--- src/rtl/spi_pkg.sv ---
// Shared types and constants for the SPI responder.
//   spi_slave_state_e : responder FSM states
//   SPI_DATA_WIDTH    : default word size
//   SPI_MODE0..3      : {CPOL,CPHA} mode encodings
package spi_pkg;

  localparam int unsigned SPI_DATA_WIDTH = 8;

  typedef enum logic {
    IDLE,
    SHIFT
  } spi_slave_state_e;

  localparam logic [1:0] SPI_MODE0 = 2'b00;
  localparam logic [1:0] SPI_MODE1 = 2'b01;
  localparam logic [1:0] SPI_MODE2 = 2'b10;
  localparam logic [1:0] SPI_MODE3 = 2'b11;

endpackage

--- src/rtl/spi_sync.sv ---
// Multi-flop synchronizer for an asynchronous SPI pin.
//   clk, reset : system clock, async active-high reset
//   d          : asynchronous input pin
//   q          : synchronized output (resets to RESET_VAL)
module spi_sync #(
  parameter int unsigned SYNC_STAGES = 2,
  parameter logic        RESET_VAL   = 1'b0
) (
  input  logic clk,
  input  logic reset,
  input  logic d,
  output logic q
);

  logic [SYNC_STAGES-1:0] chain;

  always_ff @(posedge clk or posedge reset) begin
    if (reset) chain <= {SYNC_STAGES{RESET_VAL}};
    else       chain <= {chain[SYNC_STAGES-2:0], d};
  end

  assign q = chain[SYNC_STAGES-1];

endmodule

--- src/rtl/spi_slave.sv ---
// SPI responder, all four CPOL/CPHA modes, MSB first, oversampled in clk.
//   clk, reset        : system clock, async active-high reset
//   CPOL, CPHA        : SPI mode, static while selected
//   tx_data, tx_load  : write one-byte transmit buffer (only when tx_ready)
//   tx_ready          : transmit buffer empty
//   rx_data, rx_valid : last received byte, one-clk update pulse
//   tx_underrun       : pulse when an empty buffer is consumed
//   busy              : transfer in progress
//   SCLK, SS_n, MOSI  : SPI pins from master
//   MISO, miso_oe     : SPI data out and its output enable
module spi_slave
  import spi_pkg::*;
#(
  parameter int unsigned DATA_WIDTH  = SPI_DATA_WIDTH,
  parameter int unsigned SYNC_STAGES = 2
) (
  input  logic                  clk,
  input  logic                  reset,
  input  logic                  CPOL,
  input  logic                  CPHA,
  input  logic [DATA_WIDTH-1:0] tx_data,
  input  logic                  tx_load,
  output logic                  tx_ready,
  output logic [DATA_WIDTH-1:0] rx_data,
  output logic                  rx_valid,
  output logic                  tx_underrun,
  output logic                  busy,
  input  logic                  SCLK,
  input  logic                  SS_n,
  input  logic                  MOSI,
  output logic                  MISO,
  output logic                  miso_oe
);

  localparam int unsigned CW = $clog2(DATA_WIDTH);

  spi_slave_state_e      state;
  logic                  sclk_s, sclk_d, ss_s, ss_d, mosi_s;
  logic [DATA_WIDTH-1:0] tx_buf, tx_shift, buf_out;
  logic [DATA_WIDTH-2:0] rx_shift;
  logic [CW-1:0]         bit_cnt;
  logic                  first;
  logic                  ss_fall, ss_rise, lead, trail;
  logic                  sample_edge, shift_edge, reload, load_ok, last_bit;

  spi_sync #(.SYNC_STAGES(SYNC_STAGES), .RESET_VAL(1'b0)) u_sync_sclk (
    .clk(clk), .reset(reset), .d(SCLK), .q(sclk_s));
  spi_sync #(.SYNC_STAGES(SYNC_STAGES), .RESET_VAL(1'b1)) u_sync_ss (
    .clk(clk), .reset(reset), .d(SS_n), .q(ss_s));
  spi_sync #(.SYNC_STAGES(SYNC_STAGES), .RESET_VAL(1'b0)) u_sync_mosi (
    .clk(clk), .reset(reset), .d(MOSI), .q(mosi_s));

  assign ss_fall  = ss_d & ~ss_s;
  assign ss_rise  = ~ss_d & ss_s;
  assign lead     = (sclk_s != CPOL) && (sclk_d == CPOL);
  assign trail    = (sclk_s == CPOL) && (sclk_d != CPOL);
  assign last_bit = (bit_cnt == CW'(DATA_WIDTH - 1));

  // Deselect wins over any SCLK edge detected in the same cycle.
  assign sample_edge = (state == SHIFT) && !ss_rise && (CPHA ? trail : lead);
  assign shift_edge  = (state == SHIFT) && !ss_rise && (CPHA ? lead : trail);

  // Buffer is consumed on select and at every byte boundary shift edge,
  // except the very first CPHA=1 leading edge where bit 7 is already out.
  assign reload  = ((state == IDLE) && ss_fall) ||
                   (shift_edge && (bit_cnt == '0) && !first);
  assign load_ok = tx_load & tx_ready;
  assign buf_out = tx_ready ? '0 : tx_buf;

  assign busy = (state == SHIFT);
  assign MISO = tx_shift[DATA_WIDTH-1];

  always_ff @(posedge clk or posedge reset) begin
    if (reset) begin
      state       <= IDLE;
      sclk_d      <= 1'b0;
      ss_d        <= 1'b1;
      tx_buf      <= '0;
      tx_ready    <= 1'b1;
      tx_shift    <= '0;
      rx_shift    <= '0;
      rx_data     <= '0;
      rx_valid    <= 1'b0;
      tx_underrun <= 1'b0;
      bit_cnt     <= '0;
      first       <= 1'b0;
      miso_oe     <= 1'b0;
    end else begin
      sclk_d      <= sclk_s;
      ss_d        <= ss_s;
      rx_valid    <= 1'b0;
      tx_underrun <= 1'b0;

      // A load in the same cycle as a consume: the consume already saw the
      // old empty buffer, so the new byte is kept and the buffer stays full.
      if (load_ok) begin
        tx_buf   <= tx_data;
        tx_ready <= 1'b0;
      end else if (reload) begin
        tx_ready <= 1'b1;
      end

      case (state)
        IDLE: begin
          if (ss_fall) begin
            state       <= SHIFT;
            tx_shift    <= buf_out;
            tx_underrun <= tx_ready;
            bit_cnt     <= '0;
            first       <= 1'b1;
            miso_oe     <= 1'b1;
          end
        end
        SHIFT: begin
          if (ss_rise) begin
            state   <= IDLE;
            bit_cnt <= '0;
            miso_oe <= 1'b0;
          end else if (sample_edge) begin
            rx_shift <= {rx_shift[DATA_WIDTH-3:0], mosi_s};
            if (last_bit) begin
              rx_data  <= {rx_shift, mosi_s};
              rx_valid <= 1'b1;
              bit_cnt  <= '0;
            end else begin
              bit_cnt <= bit_cnt + 1'b1;
            end
          end else if (shift_edge) begin
            first <= 1'b0;
            if (bit_cnt == '0) begin
              if (!first) begin
                tx_shift    <= buf_out;
                tx_underrun <= tx_ready;
              end
            end else begin
              tx_shift <= {tx_shift[DATA_WIDTH-2:0], 1'b0};
            end
          end
        end
        default: state <= IDLE;
      endcase
    end
  end

endmodule

--- config.mk ---
export PLATFORM = sky130hd
export DESIGN_NAME = spi_slave
export DESIGN_NICKNAME = d
export VERILOG_FILES = /design/src/rtl/spi_pkg.sv /design/src/rtl/spi_sync.sv /design/src/rtl/spi_slave.sv
export SDC_FILE = /design/constraint.sdc
export NUM_CORES = 1
export LEC_CHECK = 0
export BUFFER_PORTS_ARGS = -buffer_cell sky130_fd_sc_hd__clkbuf_2
export CAP_MARGIN = 20
export CELL_PAD_IN_SITES_DETAIL_PLACEMENT = 0
export CELL_PAD_IN_SITES_GLOBAL_PLACEMENT = 1
export CORE_ASPECT_RATIO = 0.5
export CORE_MARGIN = 2
export CORE_UTILIZATION = 46
export CTS_CLUSTER_SIZE = 10
export DETAILED_ROUTE_END_ITERATION = 16
export HOLD_SLACK_MARGIN = 0.1
export PLACE_DENSITY_LB_ADDON = 0.3
export SLEW_MARGIN = 20
export SYNTH_ARGS = -nofsm -noshare
export SYNTH_HDL_FRONTEND = slang
export SYNTH_SLANG_ARGS = --single-unit
--- constraint.sdc ---
create_clock -name clk -period 2.2 [get_ports clk]
set_clock_uncertainty 0.05 [all_clocks]
set_input_delay 0 -clock clk [delete_from_list [all_inputs] [get_ports clk]]
set_output_delay 0 -clock clk [all_outputs]
set_load 0.01 [all_outputs]
* Word-level counts from Yosys, hierarchy flattened *
Cells that the tools add are included.

word-level totals
  register bits after elaboration = 48
  word-level logic and storage cells = 93
  output and inout bits = 14
  input port bits = 16

cells by class
  add/subtract/negate cells = 1
  reduce and logical (&&, ||, !) cells = 19
  bitwise operators = 7
  mux-type cells = 38
  equality and inequality tests = 12

operators with widths
  operator                                                         count
  8-bit two-way mux                                                7
  1-bit two-way mux                                                21
  8-bit one-hot mux with 2 select lines                            1
  3-bit two-way mux                                                4
  1-bit logical AND                                                8
  1-bit one-hot mux with 2 select lines                            4
  4-bit AND reduction                                              2
  2-bit != test, second input constant                             3
  3-bit one-hot mux with 2 select lines                            1
  5-bit AND reduction                                              1
  2-bit by 1-bit != test with 1-bit output, second input constant  2
  1-bit inverter                                                   4
  2-bit AND reduction                                              2
  3-bit by 1-bit adder with 3-bit output, second input constant    1
  1-bit AND                                                        3
  3-bit equality test, second input constant                       1
  3-bit logical NOT                                                1
  3-bit by 1-bit != test with 1-bit output, second input constant  1
  3-bit != test, second input constant                             1
  3-bit AND reduction                                              1
  1-bit equality test                                              2
  1-bit logical NOT                                                2
  1-bit != test                                                    2
  2-bit nonzero test                                               1
  1-bit logical OR                                                 1

* Longest topological paths before layout *
Gate-level depths: netlist of the first run.

  depth after elaboration = 10
  gate-level depth with buffers = 6
  depth with buffers taken out = 6

* By module *
A second synthesis of the first run with hierarchy kept.

second synthesis, totals
  cell total of the unflattened synthesis = 153
  area total of the unflattened synthesis = 2055.7 sq um

modules (own cells, without submodules)
  module                       instances  sequential area each (sq um)  area an instance (sq um)  cells an instance
  spi_slave                    1          1053.5                        1891.8                    144
  spi_sync at u_sync_mosi ...  2          50.0                          53.8                      3
  spi_sync at u_sync_ss        1          52.6                          56.3                      3

* Worst setup path after synthesis of the first run *
No wires, ideal clock.

  kind = register -> register
  start point = register ss_d
  end point = register tx_shift[2]
  arrival = 1.486 ns
  clock period less this slack = 1.676 ns
  setup time = 0.140 ns
  slack = 0.524 ns
  data required time = 2.010 ns
  stages on the path, launching flop included = 5
  path buffers = 0
  path through = dfstp_2 > nor3b_1 > a21oi_1 > nor2_1 > a31oi_1

between the ends
  cells in the longest elaborated chain, start to end = 7
  elaborated cells on any way between the ends = 12
  those cells by class = eq/ne (4); bitwise (3); reduce/logical (5)

ends and longest elaborated chain
  what                                                                                 RTL line                          RTL
  start, declared                                                                      spi_slave.sv:38                   logic sclk_s, sclk_d, ss_s, ss_d, mosi_s;
  start signal, assigned                                                               spi_slave.sv:90                   ss_d <= ss_s;
  1-bit inverter                                                                       spi_slave.sv:54                   assign ss_rise = ~ss_d & ss_s;
  1-bit AND                                                                            spi_slave.sv:54
  1-bit logical NOT                                                                    spi_slave.sv:60, spi_slave.sv:61
  1-bit logical AND                                                                    spi_slave.sv:60, spi_slave.sv:61
  1-bit logical AND, on equally long branches                                          spi_slave.sv:61, spi_slave.sv:60
  2-bit by 1-bit != test with 1-bit output (no line) or 2-bit != test (tied branches)  n/a
  5-bit AND reduction (no line) *                                                      n/a
  end signal, assigned                                                                 spi_slave.sv:107                  tx_shift <= buf_out;
  end signal, assigned                                                                 spi_slave.sv:132                  tx_shift <= buf_out;
  end signal, assigned                                                                 spi_slave.sv:136                  tx_shift <= {tx_shift[DATA_WIDTH-2:0], 1'b0};
  end, declared                                                                        spi_slave.sv:39                   logic [DATA_WIDTH-1:0] tx_buf, tx_shift, buf_out;

Mark *: on every way between the ends. The rest lies on a longest branch, timed or not.
A chain may end at the register's enable or synchronous reset.

* Worst setup path in the final report of the first run *
  start point = register ss_d
  end point = register rx_data[5]

between the ends
  cells in the longest elaborated chain, start to end = 6
  elaborated cells on any way between the ends = 7
  those cells by class = bitwise (3); reduce/logical (4)

ends and longest elaborated chain
  what                             RTL line          RTL
  1-bit inverter *                 spi_slave.sv:54
  1-bit AND *                      spi_slave.sv:54
  1-bit logical NOT                spi_slave.sv:60   assign sample_edge = (state == SHIFT) && !ss_rise && (CPHA ? trail : lead);
  1-bit logical AND (2 in series)  spi_slave.sv:60
  4-bit AND reduction (no line) *  n/a
  end signal, assigned             spi_slave.sv:122  rx_data <= {rx_shift, mosi_s};
  end, declared                    spi_slave.sv:24   output logic [DATA_WIDTH-1:0] rx_data,

Marks and branches as above.

==> impl_metrics.tcl, run 1 <==
set metrics [dict create \
    antenna_found_initial 0 \
    ys_seq_area_frac 0.571 \
    clock_latency_ps 300 \
    wl_per_cell_um 14.0 \
    relSlewSlack 0.597 \
    cts_hold_buf 12 \
    holdPathEnd "tx_ready$_DFFE_PP1P_" \
    timing.final.crit_period_ps 1910 \
    synth_nets 177 \
    syn_avg_cell_area_um2 13.4 \
    synthCells 158 \
    synth-seq-cells 48 \
    synth_top_area_frac 0.522 \
    nNetsFinal 223 \
    start_util 0.479 \
    clkTransAtPathRegs_ps 90 \
    design.core.area_mm2 0.00440 \
    grt_remaining_overflow 0 \
    vias_per_cell 5.17 \
    power_leakage_nw 1.20 \
    die_w_um 99.8 \
    grt_pass1_wl_um 6380 \
    dr_total_vias 1355 \
    holdPathStages 3 \
    yosysWarnings 0 \
    pre_cts_slack_ps 314 \
    crit_fanout 9 \
    io_buffers 29 \
    rows 17 \
    hpwl_um 2430 \
    pwr_density_cell_mw_per_mm2 1040 \
    worstReg2RegEnd "rx_data[5]$_DFFE_PP0P_" \
    finalSetupViolations 0 \
    drt_iter0_markers 29 \
    synth_area_mm2 0.00211 \
    worstSetupPathType "reg -> reg" \
    ant_nets 0 \
    finalInstanceArea_mm2 0.00256 \
    clock_path_buffers 2 \
    start_kind "flop" \
    synth_top_area_cell "dfrtp_1" \
    htreeDepth 2 \
    crit-reg2reg-launch "ss_d$_DFF_PP1_" \
    status "finished, final reports clean" \
    cts_resized 0 \
    fin_ws_ps 294 \
    place_area_mm2 0.00233 \
    cts_tree "yes" \
    r2r_cells 5 \
    drc_errors 0 \
    synthFlopType "dfrtp_1" \
    maxCapViolCount 0 \
    drtPass1Iterations 4 \
    r2r_slack_ps 290 \
    clkSinkCount 48 \
    drive_above_1_share 0.371 \
    gp_congestion 0.800 \
    synth_area_leaders "dfrtp_1 (52%), mux2_2 (8.0%), mux2_4 (6.4%)" \
    post-route-util 0.582 \
    cts_buffers 5 \
    antenna_cells 0 \
    hp-class "in -> reg" \
    die_area_mm2 0.00518 \
    endpoint_kind "flop" \
    routed_wl_um 3670 \
    grt_pass1_vias 1307 \
    synth-async-reset-ratio 1.00 \
    tightest_slew_ps 604 \
    post-cts-setup-buffers 0 \
    fmax_mhz 525 \
    worstHoldStart "tx_load" \
    critical_path_arrival_ps 2040 \
    irDropWorstVdd_uv 516 \
    tns_ps 0 \
    finalHoldViolCount 0 \
    fin_crit_sh 0.867 \
    required_ps 2330 \
    finalMaxSlewViolations 0 \
    die_h_um 51.9 \
    grt_usage 0.159 \
    ios 30 \
    synth_cell_type_count 33 \
    rsz0062_at_grt "no" \
    synth_edf_count 0 \
    cts_root_buf "clkbuf_8" \
    grt_max_degree 49 \
    syn2layout_area_growth_pct 21.3 \
]
sequential cells by signal, indices dropped and copies added (netlist names), 2 cells and up:
register,cells
bit_cnt,3
rx_shift,7
u_sync_ss.chain,2
tx_buf,8
rx_data,8
u_sync_mosi.chain,2
tx_shift,8
u_sync_sclk.chain,2
power by group:
group / switching (mW) / total [mW] / internal, mW
clock: 0.306 / 0.649 / 0.343
combinational: 0.325 / 0.705 / 0.379
sequential: 0.176 / 1.31 / 1.14
layer usage:
metal,global-route usage,share of wire,vias to the layer above
met5,0,0,-
met4,0.0411,0.0065,0
met3,0.0470,0.026,2
met2,0.231,0.43,16
met1,0.234,0.54,672
li1,-,-,665
metrics by stage:
| stage | power [mW] | std cells | hold WS, ps |
|---|---|---|---|
| global placement | 2.00 | 242 | 38.1 |
| CTS | 2.69 | 262 | 141 |
| finish | 2.67 | 262 | 154 |
| global route | 2.85 | 262 | 183 |
| floorplan | 1.84 | 158 | -45.5 |
| detailed placement | 2.03 | 242 | 40.5 |
cells by family (layout without fill, tap and decap cells):
family	after synthesis	in the layout	synth area share
flip-flops	48	48	0.571
multiplexers	33	33	0.187
AO/OA/AOI/OAI	32	32	0.101
AND/OR/NAND/NOR	28	28	0.0877
buffers and inverters	13	60	0.0273
adder cells (fa/ha/maj)	3	3	0.0178
XOR/XNOR	1	1	0.00771
worst max-delay path by stage:
stage                                          to  slack (ps)           start  depth (start not counted)
final                      rx_data[5]$_DFFE_PP0P_         290  ss_d$_DFF_PP1_                          5
after global placement     rx_data[5]$_DFFE_PP0P_         390  ss_d$_DFF_PP1_                          5
after global routing       rx_data[3]$_DFFE_PP0P_         160  ss_d$_DFF_PP1_                          5
after floorplan           tx_shift[2]$_DFFE_PP0P_         520  ss_d$_DFF_PP1_                          4
after detailed placement   rx_data[2]$_DFFE_PP0P_         310  ss_d$_DFF_PP1_                          5
after CTS                  rx_data[5]$_DFFE_PP0P_         310  ss_d$_DFF_PP1_                          5
cell usage after synthesis, types with 2 or more instances:
cell type  instances
a211oi_1           9
a21oi_1            7
a31oi_1            7
clkbuf_1           4
dfrtp_1           44
dfstp_2            4
ha_1               3
inv_1              7
mux2_2            15
mux2_4             9
mux2i_1            9
nand2_1            3
nand2b_1           6
nand3_1            2
nor2_1             2
nor2b_1            7
nor3b_2            2
o21ai_0            3
critical path: stages (launching register included):
cell and delay, ps:
dfstp_2 540, nand2b_1 260, nand2_1 190, nor3b_2 210, buf_4 230, mux2_4 310
area by class of cell:
class / count / area, um2
multi-input cells: 97 / 847
fillers: 369 / 1840
well taps: 57 / 71.3
repair buffers: 45 / 295
clock buffers: 5 / 68.8
clock inverters: 3 / 46.3
inverters: 7 / 26.3
flip-flops and latches: 48 / 1210
placed cells by master (no fill, tap or decap), types with 6 or more instances in the layout:
cell type | netlist | final
dfrtp_1 | 44 | 44
clkbuf_2 | 0 | 29
mux2_2 | 15 | 15
dlygate4sd3_1 | 0 | 12
mux2_4 | 9 | 9
mux2i_1 | 9 | 9
a211oi_1 | 9 | 9
a21oi_1 | 7 | 7
nor2b_1 | 7 | 7
a31oi_1 | 7 | 7
nand2b_1 | 6 | 6
inv_1 | 7 | 6
(Power assumes the default switching activity.)
==> run 2: changes to the inputs <==
--- a/config.mk
+++ b/config.mk
@@ -18,2 +18,3 @@
 export PLACE_DENSITY_LB_ADDON = 0.3
+export REMOVE_ABC_BUFFERS = 1
 export SLEW_MARGIN = 20
==> constraint.sdc (replaced) <==
create_clock -name clk -period 2.2 [get_ports clk]
set_clock_uncertainty 0.05 [all_clocks]
set_input_delay 0.55 -clock clk [delete_from_list [all_inputs] [get_ports clk]]
set_output_delay 0.55 -clock clk [all_outputs]
set_load 0.01 [all_outputs]
==> impl_metrics.tcl, run 2 (synthesized netlist as in run 1, its figures left out) <==
set metrics [dict create \
    status "finished, final reports clean" \
    cts_hold_buf 0 \
    worstSetupEndpoint "tx_shift[6]$_DFFE_PP0P_" \
    hp-class "in -> async" \
    critical_path_arrival_ps 1960 \
    finalHoldViolCount 0 \
    fin_crit_sh 0.820 \
    fin_cells 252 \
    start_kind "flop" \
    start_util 0.479 \
    crit_fanout 14 \
    grt_remaining_overflow 0 \
    required_ps 2360 \
    cts_tree "yes" \
    grt_max_degree 31 \
    tightest_slew_ps 525 \
    maxCapViolCount 0 \
    startpoint "busy$_DFF_PP0_" \
    cts_resized 0 \
    syn2layout_area_growth_pct 15.9 \
    gp_congestion 0.752 \
    timing.final.crit_period_ps 1800 \
    drive_above_1_share 0.395 \
    die_w_um 99.8 \
    dr_total_vias 1292 \
    worstReg2RegEnd "tx_shift[6]$_DFFE_PP0P_" \
    fmax_mhz 554 \
    reg.largest.list "rx_data: 8 flops, tx_buf: 8 flops, tx_shift: 8 flops" \
    antenna_cells 0 \
    clkSinkCount 48 \
    rows 17 \
    antenna_found_initial 0 \
    ant_nets 0 \
    htreeDepth 2 \
    r2r_slack_ps 400 \
    cts_buffers 5 \
    power_leakage_nw 1.16 \
    ios 30 \
    final_common_cell "dfrtp_1" \
    final_cell_mix "dfrtp_1 (44), clkbuf_2 (29), mux2_2 (15)" \
    hpwl_um 2630 \
    drtPass1Iterations 4 \
    nNetsFinal 213 \
    rsz0062_at_grt "no" \
    clock_path_buffers 2 \
    design.core.area_mm2 0.00440 \
    grt_pass1_vias 1267 \
    clkTransAtPathRegs_ps 90 \
    clock_latency_ps 290 \
    place_inst 244 \
    pwr_density_cell_mw_per_mm2 1040 \
    finalMaxSlewViolations 0 \
    routed_wl_um 3710 \
    irDropWorstVdd_uv 469 \
    post-cts-setup-buffers 0 \
    worstSetupPathType "reg -> reg" \
    drt_iter0_markers 43 \
    finalSetupViolations 0 \
    relSlewSlack 0.648 \
    grt_usage 0.157 \
    io_buffers 29 \
    cts_root_buf "clkbuf_8" \
    die_h_um 51.9 \
    grt_pass1_wl_um 6180 \
    drc_errors 0 \
    pre_cts_slack_ps 85.9 \
    wl_per_cell_um 14.7 \
    vias_per_cell 5.13 \
    endpoint_kind "flop" \
    crit-reg2reg-launch "busy$_DFF_PP0_" \
    fin_ws_ps 396 \
    die_area_mm2 0.00518 \
    r2r_cells 4 \
]
==> run 2: cell count changes in the layout (fill, tap and decap cells not counted) <==
cell,change
buf_12,+1
buf_4,+1
bufinv_16,-1
clkbuf_1,+1
clkbuf_8,+1
dlygate4sd3_1,-12
inv_6,-1
==> run 2: worst max-delay path, cell delays in order (launching register included) <==
cell and delay (ps):
dfrtp_1 550, and4b_1 320, nor3b_2 480, a211oi_1 150, a31oi_1 170
==> run 2: routing by layer <==
layer,share of wire,up-vias,track usage
li1,-,638,-
met1,0.52,634,0.229
met2,0.45,18,0.239
met3,0.029,2,0.0444
met4,0.0051,0,0.0274
met5,0,-,0
==> run 2: per-stage QoR <==
step	total power [mW]	hold slack [ps]	cell area (um2)	utilization	TNS (ps)
after detailed placement	2.04	285	2350	0.535	0
after floorplan	1.82	281	2080	-	-1280
after global placement	2.01	282	2350	0.535	0
after CTS	2.58	188	2450	0.556	0
final	2.55	174	2450	0.556	0
after global routing	2.73	204	2450	0.556	0
==> run 2: report_power, final <==
group	total, mW	leakage [nW]	switching (mW)	internal, mW
combinational	0.689	0.529	0.318	0.371
clock	0.538	0.0445	0.282	0.256
sequential	1.32	0.582	0.183	1.14
total	2.55	1.16	0.783	1.77
==> run 2: worst min-delay path by stage <==
stage	to	from	depth (start not counted)
2_1_floorplan	u_sync_mosi.chain[1]$_DFF_PP0_	u_sync_mosi.chain[0]$_DFF_PP0_	0
6_report	tx_buf[0]$_DFFE_PP0P_	reset	2
4_1_cts	tx_buf[2]$_DFFE_PP0P_	reset	2
3_5_place_dp	u_sync_sclk.chain[1]$_DFF_PP0_	u_sync_sclk.chain[0]$_DFF_PP0_	0
3_3_place_gp	u_sync_sclk.chain[1]$_DFF_PP0_	u_sync_sclk.chain[0]$_DFF_PP0_	0
5_1_grt	tx_underrun$_DFF_PP0_	reset	2
==> run 2: final cells by class <==
class                   count  area, um2
fillers                   394       1960
clock buffers               7       86.3
multi-input cells          97        847
flip-flops and latches     48       1210
clock inverters             1       7.51
repair buffers             35        203
well taps                  57       71.3
inverters                   7       26.3
==> run 3: changes to the inputs <==
clock period = 1.89 ns   (was 2.2 ns; I/O delays follow)
==> impl_metrics.tcl, run 3 (synthesized netlist as in run 1, its figures left out) <==
set metrics [dict create \
    status "finished, final reports clean" \
    timing.final.crit_period_ps 1760 \
    register_area_mm2 0.00121 \
    crit_fanout 7 \
    routed_wl_um 3700 \
    io_buffers 29 \
    final_cell_mix "dfrtp_1 (44), clkbuf_2 (29), mux2_2 (15)" \
    start_kind "flop" \
    rows 17 \
    crit-reg2reg-launch "u_sync_sclk.chain[1]$_DFF_PP0_" \
    start_util 0.479 \
    clock_path_buffers 2 \
    n_fill_cell 370 \
    grt_remaining_overflow 0 \
    fmax_mhz 570 \
    tightest_slew_ps 376 \
    place_inst 252 \
    cts_buffers 5 \
    syn2layout_area_growth_pct 19.7 \
    clock_latency_ps 300 \
    clkSinkCount 48 \
    die_h_um 51.9 \
    die_area_mm2 0.00518 \
    dr_total_vias 1367 \
    hpwl_um 2550 \
    cts_root_buf "clkbuf_8" \
    reg.largest.list "rx_data: 8 flops, tx_buf: 8 flops, tx_shift: 8 flops" \
    grt_usage 0.162 \
    pwr_density_cell_mw_per_mm2 1230 \
    antenna_found_initial 0 \
    relSlewSlack 0.748 \
    startpoint "u_sync_sclk.chain[1]$_DFF_PP0_" \
    maxCapViolCount 0 \
    finalSetupViolations 0 \
    irDropWorstVdd_uv 589 \
    wl_per_cell_um 14.2 \
    ant_nets 0 \
    antenna_cells 0 \
    finalHoldViolCount 0 \
    fin_cells 260 \
    nNetsFinal 221 \
    grt_max_degree 49 \
    gp_congestion 0.795 \
    hp-class "in -> async" \
    finalInstanceArea_mm2 0.00253 \
    required_ps 2020 \
    grt_pass1_wl_um 6340 \
    multi_input_area_um2 850 \
    whs_ps 133 \
    clkTransAtPathRegs_ps 90 \
    grt_pass1_vias 1319 \
    drt_iter0_markers 41 \
    htreeDepth 2 \
    die_w_um 99.8 \
    ios 30 \
    fin_crit_sh 0.929 \
    finalMaxSlewViolations 0 \
    drc_errors 0 \
    power_leakage_nw 1.20 \
    rsz0062_at_grt "no" \
    vias_per_cell 5.26 \
    critical_path_arrival_ps 1890 \
    worstSetupPathType "reg -> reg" \
    drtPass1Iterations 4 \
    final_common_cell "dfrtp_1" \
    endpoint_kind "flop" \
    cts_tree "yes" \
    drive_above_1_share 0.429 \
    design.core.area_mm2 0.00440 \
    place_area_mm2 0.00241 \
]
## run 3: area by class of cell
| type | instances | area share |
|---|---|---|
| tap | 57 | 0.0282 |
| timing repair buffer | 43 | 0.104 |
| multi-input combinational | 97 | 0.336 |
| inverter | 7 | 0.0104 |
| clock buffer | 5 | 0.0272 |
| clock inverter | 3 | 0.0168 |
| sequential | 48 | 0.477 |
## run 3: critical path, stage by stage (launching register included)
cell and delay (ps):
dfrtp_1 390, nand2b_1 180, mux2_4 290, buf_4 150, nor2_4 230, mux2_2 370
## run 3: timing repair
action                     CTS  global route
hold buffers                 0             0
buffers inserted             0             0
resized for setup            0             1
setup endpoints to repair    0             7
## run 3: path summary, 6_finish.rpt
| path | to | slack, ps | cells after the start |
|---|---|---|---|
| setup / recovery | rx_shift[6]$_DFFE_PP0P_ | 130 | 5 |
| hold / removal | rx_data[1]$_DFFE_PP0P_ | 130 | 3 |
| setup reg to reg | rx_shift[6]$_DFFE_PP0P_ | 130 | 5 |
| hold reg to reg | u_sync_mosi.chain[1]$_DFF_PP0_ | 310 | 0 |
| max in group asynchronous | ss_d$_DFF_PP1_ | 1370 | 3 |
| min in group clk | u_sync_ss.chain[0]$_DFF_PP1_ | 200 | 1 |
## run 3: power breakdown
part           leakage (nW)  switching (mW)  internal [mW]
sequential            0.582           0.184           1.32
combinational         0.568           0.402          0.469
clock                0.0541           0.341          0.392
total                  1.20           0.928           2.19
## run 3: stage by stage
stage                     TNS (ps)  utilization  setup WS (ps)  total power, mW
after floorplan              -5800            -           -382             2.12
after global placement       -1200        0.548          -82.6             2.37
after detailed placement     -2060        0.548           -135             2.41
after CTS                        0        0.573            110             3.16
after global routing             0        0.574           26.4             3.35
final                            0        0.574            135             3.11
## run 3: layer usage
layer  vias to the layer above  track usage  wire length (um)
met5                         -            0                 0
met4                         0       0.0616                39
met3                         4       0.0457               171
met2                        28        0.243              1650
met1                       680        0.226              1850
li1                        655            -                 -
